`config.mk`:
```
export PLATFORM = sky130hd
export DESIGN_NAME = datapath_core
export DESIGN_NICKNAME = d
export VERILOG_FILES = /design/src/rtl/datapath_core.sv
export SDC_FILE = /design/constraint.sdc
export NUM_CORES = 1
export LEC_CHECK = 0
export ABC_AREA = 1
export CELL_PAD_IN_SITES_DETAIL_PLACEMENT = 1
export CELL_PAD_IN_SITES_GLOBAL_PLACEMENT = 2
export CORE_MARGIN = 3
export CORE_UTILIZATION = 26
export CTS_CLUSTER_SIZE = 24
export DETAILED_ROUTE_END_ITERATION = 7
export PLACE_DENSITY_LB_ADDON = 0.1
export SLEW_MARGIN = 20
export SYNTH_ARGS = -nofsm -noshare
export SYNTH_HDL_FRONTEND = slang
export SYNTH_SLANG_ARGS = --single-unit
```
`constraint.sdc`:
```
create_clock -name clk -period 2.9 [get_ports clk]
set_input_delay 0.58 -clock clk [delete_from_list [all_inputs] [get_ports clk]]
set_output_delay 0.58 -clock clk [all_outputs]
set_load 0.05 [all_outputs]
```
`src/rtl/datapath_core.sv`:
```
// datapath_core: WIDTH-bit integer ALU with combinational result/flags and
// a one-cycle registered copy of result and flags for downstream status logic.
module datapath_core #(
    parameter int WIDTH = 8
) (
    input  logic             clk,
    input  logic             rst,
    input  logic [WIDTH-1:0] A,
    input  logic [WIDTH-1:0] B,
    input  logic [3:0]       OpCode,
    output logic [WIDTH-1:0] Result,
    output logic             Zero,
    output logic             Neg,
    output logic             Carry,
    output logic             Overflow,
    output logic [WIDTH-1:0] Result_q,
    output logic [3:0]       Flags_q
);

    localparam logic [3:0] OP_ADD = 4'b0000;
    localparam logic [3:0] OP_SUB = 4'b0001;
    localparam logic [3:0] OP_AND = 4'b0010;
    localparam logic [3:0] OP_OR  = 4'b0011;
    localparam logic [3:0] OP_XOR = 4'b0100;
    localparam logic [3:0] OP_SLT = 4'b0101;
    localparam logic [3:0] OP_SLL = 4'b0110;
    localparam logic [3:0] OP_SRL = 4'b0111;

    // WIDTH always fits in WIDTH bits (WIDTH >= 2), so the modulus can be
    // carried at operand width.
    localparam logic [WIDTH-1:0] WIDTH_V = WIDTH'(WIDTH);

    logic [WIDTH:0]   w_sum;
    logic [WIDTH:0]   w_diff;
    logic [WIDTH-1:0] w_shamt;
    logic             w_slt;
    logic [WIDTH-1:0] w_result;
    logic             w_carry;
    logic             w_ovf;

    logic [WIDTH-1:0] r_result_q;
    logic [3:0]       r_flags_q;

    // Shared arithmetic; shift amount is the full B reduced mod WIDTH, not a
    // truncated bit field, so non-power-of-two widths behave correctly.
    always_comb begin
        w_sum   = {1'b0, A} + {1'b0, B};
        w_diff  = {1'b0, A} - {1'b0, B};
        w_shamt = B % WIDTH_V;
        w_slt   = $signed(A) < $signed(B);
    end

    // Operation select; unsupported opcodes fall through to all-zero.
    always_comb begin
        w_result = '0;
        w_carry  = 1'b0;
        w_ovf    = 1'b0;
        case (OpCode)
            OP_ADD: begin
                w_result = w_sum[WIDTH-1:0];
                w_carry  = w_sum[WIDTH];
                w_ovf    = (A[WIDTH-1] == B[WIDTH-1]) &&
                           (w_sum[WIDTH-1] != A[WIDTH-1]);
            end
            OP_SUB: begin
                w_result = w_diff[WIDTH-1:0];
                w_carry  = w_diff[WIDTH];   // borrow: A < B unsigned
                w_ovf    = (A[WIDTH-1] != B[WIDTH-1]) &&
                           (w_diff[WIDTH-1] != A[WIDTH-1]);
            end
            OP_AND: w_result = A & B;
            OP_OR:  w_result = A | B;
            OP_XOR: w_result = A ^ B;
            OP_SLT: w_result = {{(WIDTH-1){1'b0}}, w_slt};
            OP_SLL: w_result = A << w_shamt;
            OP_SRL: w_result = A >> w_shamt;
            default: ;
        endcase
    end

    assign Result   = w_result;
    assign Zero     = (w_result == '0);
    assign Neg      = w_result[WIDTH-1];
    assign Carry    = w_carry;
    assign Overflow = w_ovf;

    // Registered copy of result and flags; reset wins over the load.
    always_ff @(posedge clk) begin
        if (rst) begin
            r_result_q <= '0;
            r_flags_q  <= '0;
        end else begin
            r_result_q <= w_result;
            r_flags_q  <= {Zero, Neg, w_carry, w_ovf};
        end
    end

    assign Result_q = r_result_q;
    assign Flags_q  = r_flags_q;

endmodule

```
==> flow_summary.json <==
{
  "cts_buffers": 3,
  "required_ps": 2320,
  "post-place-ws_ps": -638,
  "crit_chain": "buf_8 > inv_6 > ha_4 > inv_4 > fa_2 > nand4_1 > nand2_1 > nor2_1 > nand2_1 > nor2_2 > nand3_2 > nor2_4 > nand3_4 > clkinvlp_4 > buf_12",
  "num_vias": 3048,
  "grt_pass1_wl_microns": 16600,
  "crit_path_frequent_cell": "nand2_1",
  "seq_area_frac_synth": 0.0982,
  "fmax_mhz": 337,
  "synthTopCellsByArea": "nand2_1, nand3_1, ha_1, dfxtp_1, inv_1",
  "fillCellCount": 1070,
  "ant_nets": 0,
  "dp_cells": 633,
  "drv_slew": 0,
  "avgViaCountPerCell": 4.68,
  "grt.total_usage": 0.210,
  "clock-sinks": 11,
  "outcome": "finished with violations",
  "routedWlPerCell_microns": 15.9,
  "synth-seq-cells": 11,
  "ys_warn_count": 0,
  "grt_use_met2": 0.371,
  "crit_family": "simple AND/OR/NAND/NOR gates",
  "chipWidth_microns": 98.9,
  "worst_slew_pin_slew_ps": 504,
  "slowest_delay_ps": 420,
  "syn_nets": 462,
  "fp-row-count": 33,
  "post-dp-hpwl_microns": 8460,
  "final_nets": 596,
  "dieHeight_microns": 98.9,
  "cp.arrival_ps": 2380,
  "start_kind": "primary input",
  "root_buffer": "clkbuf_8",
  "portBuffers": 45,
  "antenna_found_initial": 0,
  "clk_pin_slew_worst_paths_ps": 50,
  "synth.cell_area_sq_um": 2240,
  "grt_max_degree": 16,
  "fin_cells": 651,
  "dieArea_sq_um": 9780,
  "cts_max_level": 1,
  "clockBufferDepth": 2,
  "ys_types": 34,
  "synth_area_per_cell_sq_um": 5.43,
  "slew_headroom": 0.663,
  "cts_tree": "done",
  "io_pins": 46,
  "drtIter0Drc": 75,
  "gp_congestion": 0.853,
  "layout_common_cells": "nand2_1, buf_4, nand3_1",
  "met3_usage": 0.0106,
  "p_leak_nw": 2.10,
  "final_common_cell": "nand2_1",
  "grt_setup_unrepaired": "yes",
  "setup_ws_ps": -63.2,
  "ir_drop_v": 0.000126,
  "hold_viol": 0,
  "path_max_fanout": 3,
  "busiest_layer": "met2",
  "fin_crit_sh": 1.02,
  "drc": 0,
  "synth_top_area_frac": 0.228,
  "initial_utilization": 0.270,
  "cp_num_buf_inv": 5,
  "setup_viol": 2,
  "grt_pass1_vias": 3253,
  "totalWireLength_microns": 10400,
  "power_mw": 1.11,
  "period_needed_ps": 2960,
  "hold_path.class": "in -> reg",
  "failed_checks": "negative setup slack",
  "netlist_instances": 413,
  "antenna_cells_inserted": 0,
  "grtUsageMet1": 0.288,
  "powerDensity_nw_per_um2": 272,
  "drive_above_1_share": 0.454,
  "yosysTopAreaCell": "nand2_1",
  "grt-ovfl-total": 0,
  "critPathSlowestCell": "fa_2",
  "crit_type": "in -> out",
  "syn_to_final_growth_pct": 82.6,
  "coreArea_sq_um": 8300,
  "max_cap_viol_count": 0,
  "end_kind": "primary output",
  "drtPass1Iterations": 4
}
## cell usage after synthesis, drive strengths merged
master    n
nor2     55
buf      11
fa        2
ha       25
inv      62
nor3      1
o21bai    1
o31ai     1
clkbuf    3
xnor2     1
dfxtp    11
nand4     2
a31oi     1
a21oi    12
nand2   138
or2       1
nand3b    7
o211ai    1
and2      2
o21ai     6
xor2      2
nand3    68
## flip-flops by register name (all words and copies together), names as in the netlist
name	flops
Flags_q	4
Result_q	7
## layer usage
layer	up-vias	share of wire
li1	1554	-
met1	1436	0.47
met2	49	0.49
met3	9	0.035
met4	0	0.010
met5	-	0
## final cells by class
| type | count | area [sq um] | share of cell area |
|---|---|---|---|
| inverters | 62 | 254 | 0.0620 |
| clock buffers | 4 | 45.0 | 0.0110 |
| multi-input cells | 326 | 2150 | 0.526 |
| well taps | 105 | 131 | 0.0321 |
| flip-flops and latches | 11 | 220 | 0.0538 |
| repair buffers | 143 | 1290 | 0.316 |
## cells by family after synthesis
logic type,after synthesis,share of synthesized area
buffers and inverters,76,0.142
adder cells (fa/ha/maj),27,0.157
AO/OA/AOI/OAI,22,0.0552
AND/OR/NAND/NOR,274,0.535
XOR/XNOR,3,0.0117
flip-flops,11,0.0982
## tightest hold or removal path: cells and delay by family
| family | cells | cell delay [ps] |
|---|---|---|
| and+or+nand+nor | 2 | 150 |
| AOI/OAI and AO/OA | 1 | 90 |
| buffers and inverters | 4 | 430 |
## per-stage QoR
stage	setup TNS [ps]	instance area [sq um]	hold WS (ps)	utilization
floorplan	-119	2310	867	-
global placement	-4410	3530	1350	0.426
detailed placement	-5270	3530	1370	0.426
CTS	-116	3950	1120	0.476
global route	-294	4100	1100	0.494
finish	-71.9	4100	1060	0.494
## path summary, 6_finish.rpt
kind              cells past startpoint         end      start
hold / removal                        7  Flags_q[1]  OpCode[1]
setup / recovery                     15        Zero       A[0]
## where the power goes
group	switching (mW)	internal (mW)	leakage, nW	total (mW)
registers	0.00296	0.161	0.0897	0.164
clock network	0.0565	0.0964	0.0228	0.153
logic	0.446	0.352	1.99	0.798
## repair_timing
action                                  in CTS  in global routing
gates resized for setup                    134                 63
hold buffers                                 0                  0
endpoints found under the setup margin      12                 11
pin swaps                                   33                 28
buffers inserted                            11                  6
(Power assumes the default switching activity.)
==> RTL edit: new RTL, same flow settings <==
`WIDTH`: 8 -> 10.
--- a/src/rtl/datapath_core.sv
+++ b/src/rtl/datapath_core.sv
@@ -2,5 +2,5 @@
 // a one-cycle registered copy of result and flags for downstream status logic.
 module datapath_core #(
-    parameter int WIDTH = 8
+    parameter int WIDTH = 10
 ) (
     input  logic             clk,
Ports: changed (resized A, B, Result and Result_q); port bits go from 46 to 54. The function was not compared with the original's and may differ.
==> RTL edit against the unedited design <==
The run still ends with setup timing left; design area grew 72%; area after synthesis grew 39%; critical path type unchanged; worst setup slack lost 2000 ps; worst hold slack gained 87 ps; total power grew to 3.5 times the old value; global-route usage grew 4.4 points; highest routed layer unchanged; sequential cell count grew 2; maximum frequency shrank 40%; wire length grew 78%.
==> RTL edit: results (changes against the unedited design) <==
stage;metric;value;unit;change
detailed_routing;met1_length;7190;um;+49%
grt;track_usage;0.253;;+0.0436
clock_tree;ctsRootBufferMaster;clkbuf_16;;
placed_design;post-dp-hpwl;11600;um;+38%
sta;worst_pin_slew;744;ps;+240 ps
clock_tree;cts_setup_buffers;57;;+46
status;violations;setup timing;;
synthesis;seq_area_frac_synth;0.0837;;-0.0144
grt;grt_max_degree;26;;+10
detailed_routing;viasPerCell;5.07;;+8.3%
critical_path;cp_max_fo;10;;+7
placed_design;gp_congestion;0.858;;+0.54%
layout;fillCellCount;1405;;+31%
critical_path;critical_path.slowest_cell;a21o_4;;
sta;setup_viol;27;;+25
critical_path;arrival;4380;ps;+2000 ps
synthesis;synthAdderAreaFrac;0.134;;-0.0236
layout;largest_register_ffs;9;;+2
synthesis;synth_area_leaders;nand2_1 (15%), ha_1 (12%), nand3_1 (11%);;
synthesis;synth_compound_area_frac;0.195;;+0.140
layout;drive_above_1_share;0.584;;+0.130
grt;grt_pass1_vias;5385;;+66%
power_and_ir_drop;ir_worst_vdd;0.310;mV;+150%
synthesis;synth_common_cells;nand2_1 (128), inv_1 (88), nand3_1 (68);;
clock_tree;cts_resized;198;;+48%
hold_path;hp-start;B[9];;
grt;met2_usage;0.488;;+0.117
detailed_routing;detail_route.wl_per_cell;19.0;um;+19%
detailed_routing;drt_iter0_markers;204;;+170%
synthesis;synthMuxAreaShare;0;;unchanged
detailed_routing;wl_met2;10200;um;+100%
synthesis;synth.distinct_cells;42;;+24%
placed_design;port_buffers;53;;+18%
synthesis;synthXorXnorAreaFrac;0.00564;;-0.00608
power_and_ir_drop;leakagePower;3.50;nW;+67%
status;outcome;finished with violations;;
grt;met3_usage;0.0195;;+0.00886
layout;nets;889;;+49%
detailed_routing;dr_wl_met3;420;um;+15%
grt;grt_pass1_wl;26900;um;+62%
critical_path;critPathMaxStageDelay;260;ps;-160 ps
sta;fin_ws;-2060;ps;-2000 ps
synthesis;synth_nets;610;;+32%
==> RTL edit: cell types whose count changed after synthesis, sizes merged, moves of 5 or more <==
| cell | before | now |
|---|---|---|
| o21ai | 6 | 31 |
| a21oi | 12 | 34 |
| o22ai | 0 | 7 |
| nor3 | 1 | 6 |
| nand2 | 138 | 146 |
| ha | 25 | 30 |
| nand3 | 68 | 75 |
| inv | 62 | 97 |
| nand3b | 7 | 2 |
==> RTL edit: worst max-delay path: cells and delay by family <==
family	cells	cell delay (ps)
compound gates	3	690
buf+inv	9	880
simple gates	27	2190
==> RTL edit: logic make-up (layout without fill, tap and decap cells) <==
group,count (synthesis),after routing
compound gates,98,98
xor+xnor,2,2
fa+ha+maj,32,32
buf+inv,113,390
flops,13,13
simple gates,294,295
==> RTL edit: area by class of cell <==
class,instances,area [sq um],share of cell area
repair buffers,286,2710,0.385
repair inverters,1,7.51,0.00106
well taps,143,179,0.0254
multi-input cells,427,3380,0.479
clock buffers,3,75.1,0.0106
inverters,99,437,0.0619
clock inverters,1,5.00,0.000709
flip-flops and latches,13,260,0.0369
==> RTL edit: through the flow <==
step	cell area (sq um)	TNS [ps]	util	setup WS (ps)	cells
after floorplan	3330	-17360	-	-1460	552
after global placement	5330	-44930	0.461	-2270	896
after global routing	7060	-41350	0.610	-2300	973
final	7060	-36410	0.610	-2060	973
after CTS	6530	-34380	0.564	-2010	960
after detailed placement	5330	-50150	0.461	-2480	896
==> RTL edit: worst paths after layout <==
kind	endpoint	slack, ps	depth (start not counted)
worst min-delay path	Flags_q[1]	1140	5
worst max-delay path	Zero	-2060	39
==> RTL edit: where the power goes <==
part	total (W)	internal (W)	switching, W
clock network	0.000263	0.000184	0.0000796
registers	0.000201	0.000197	0.00000485
logic	0.00341	0.00155	0.00186
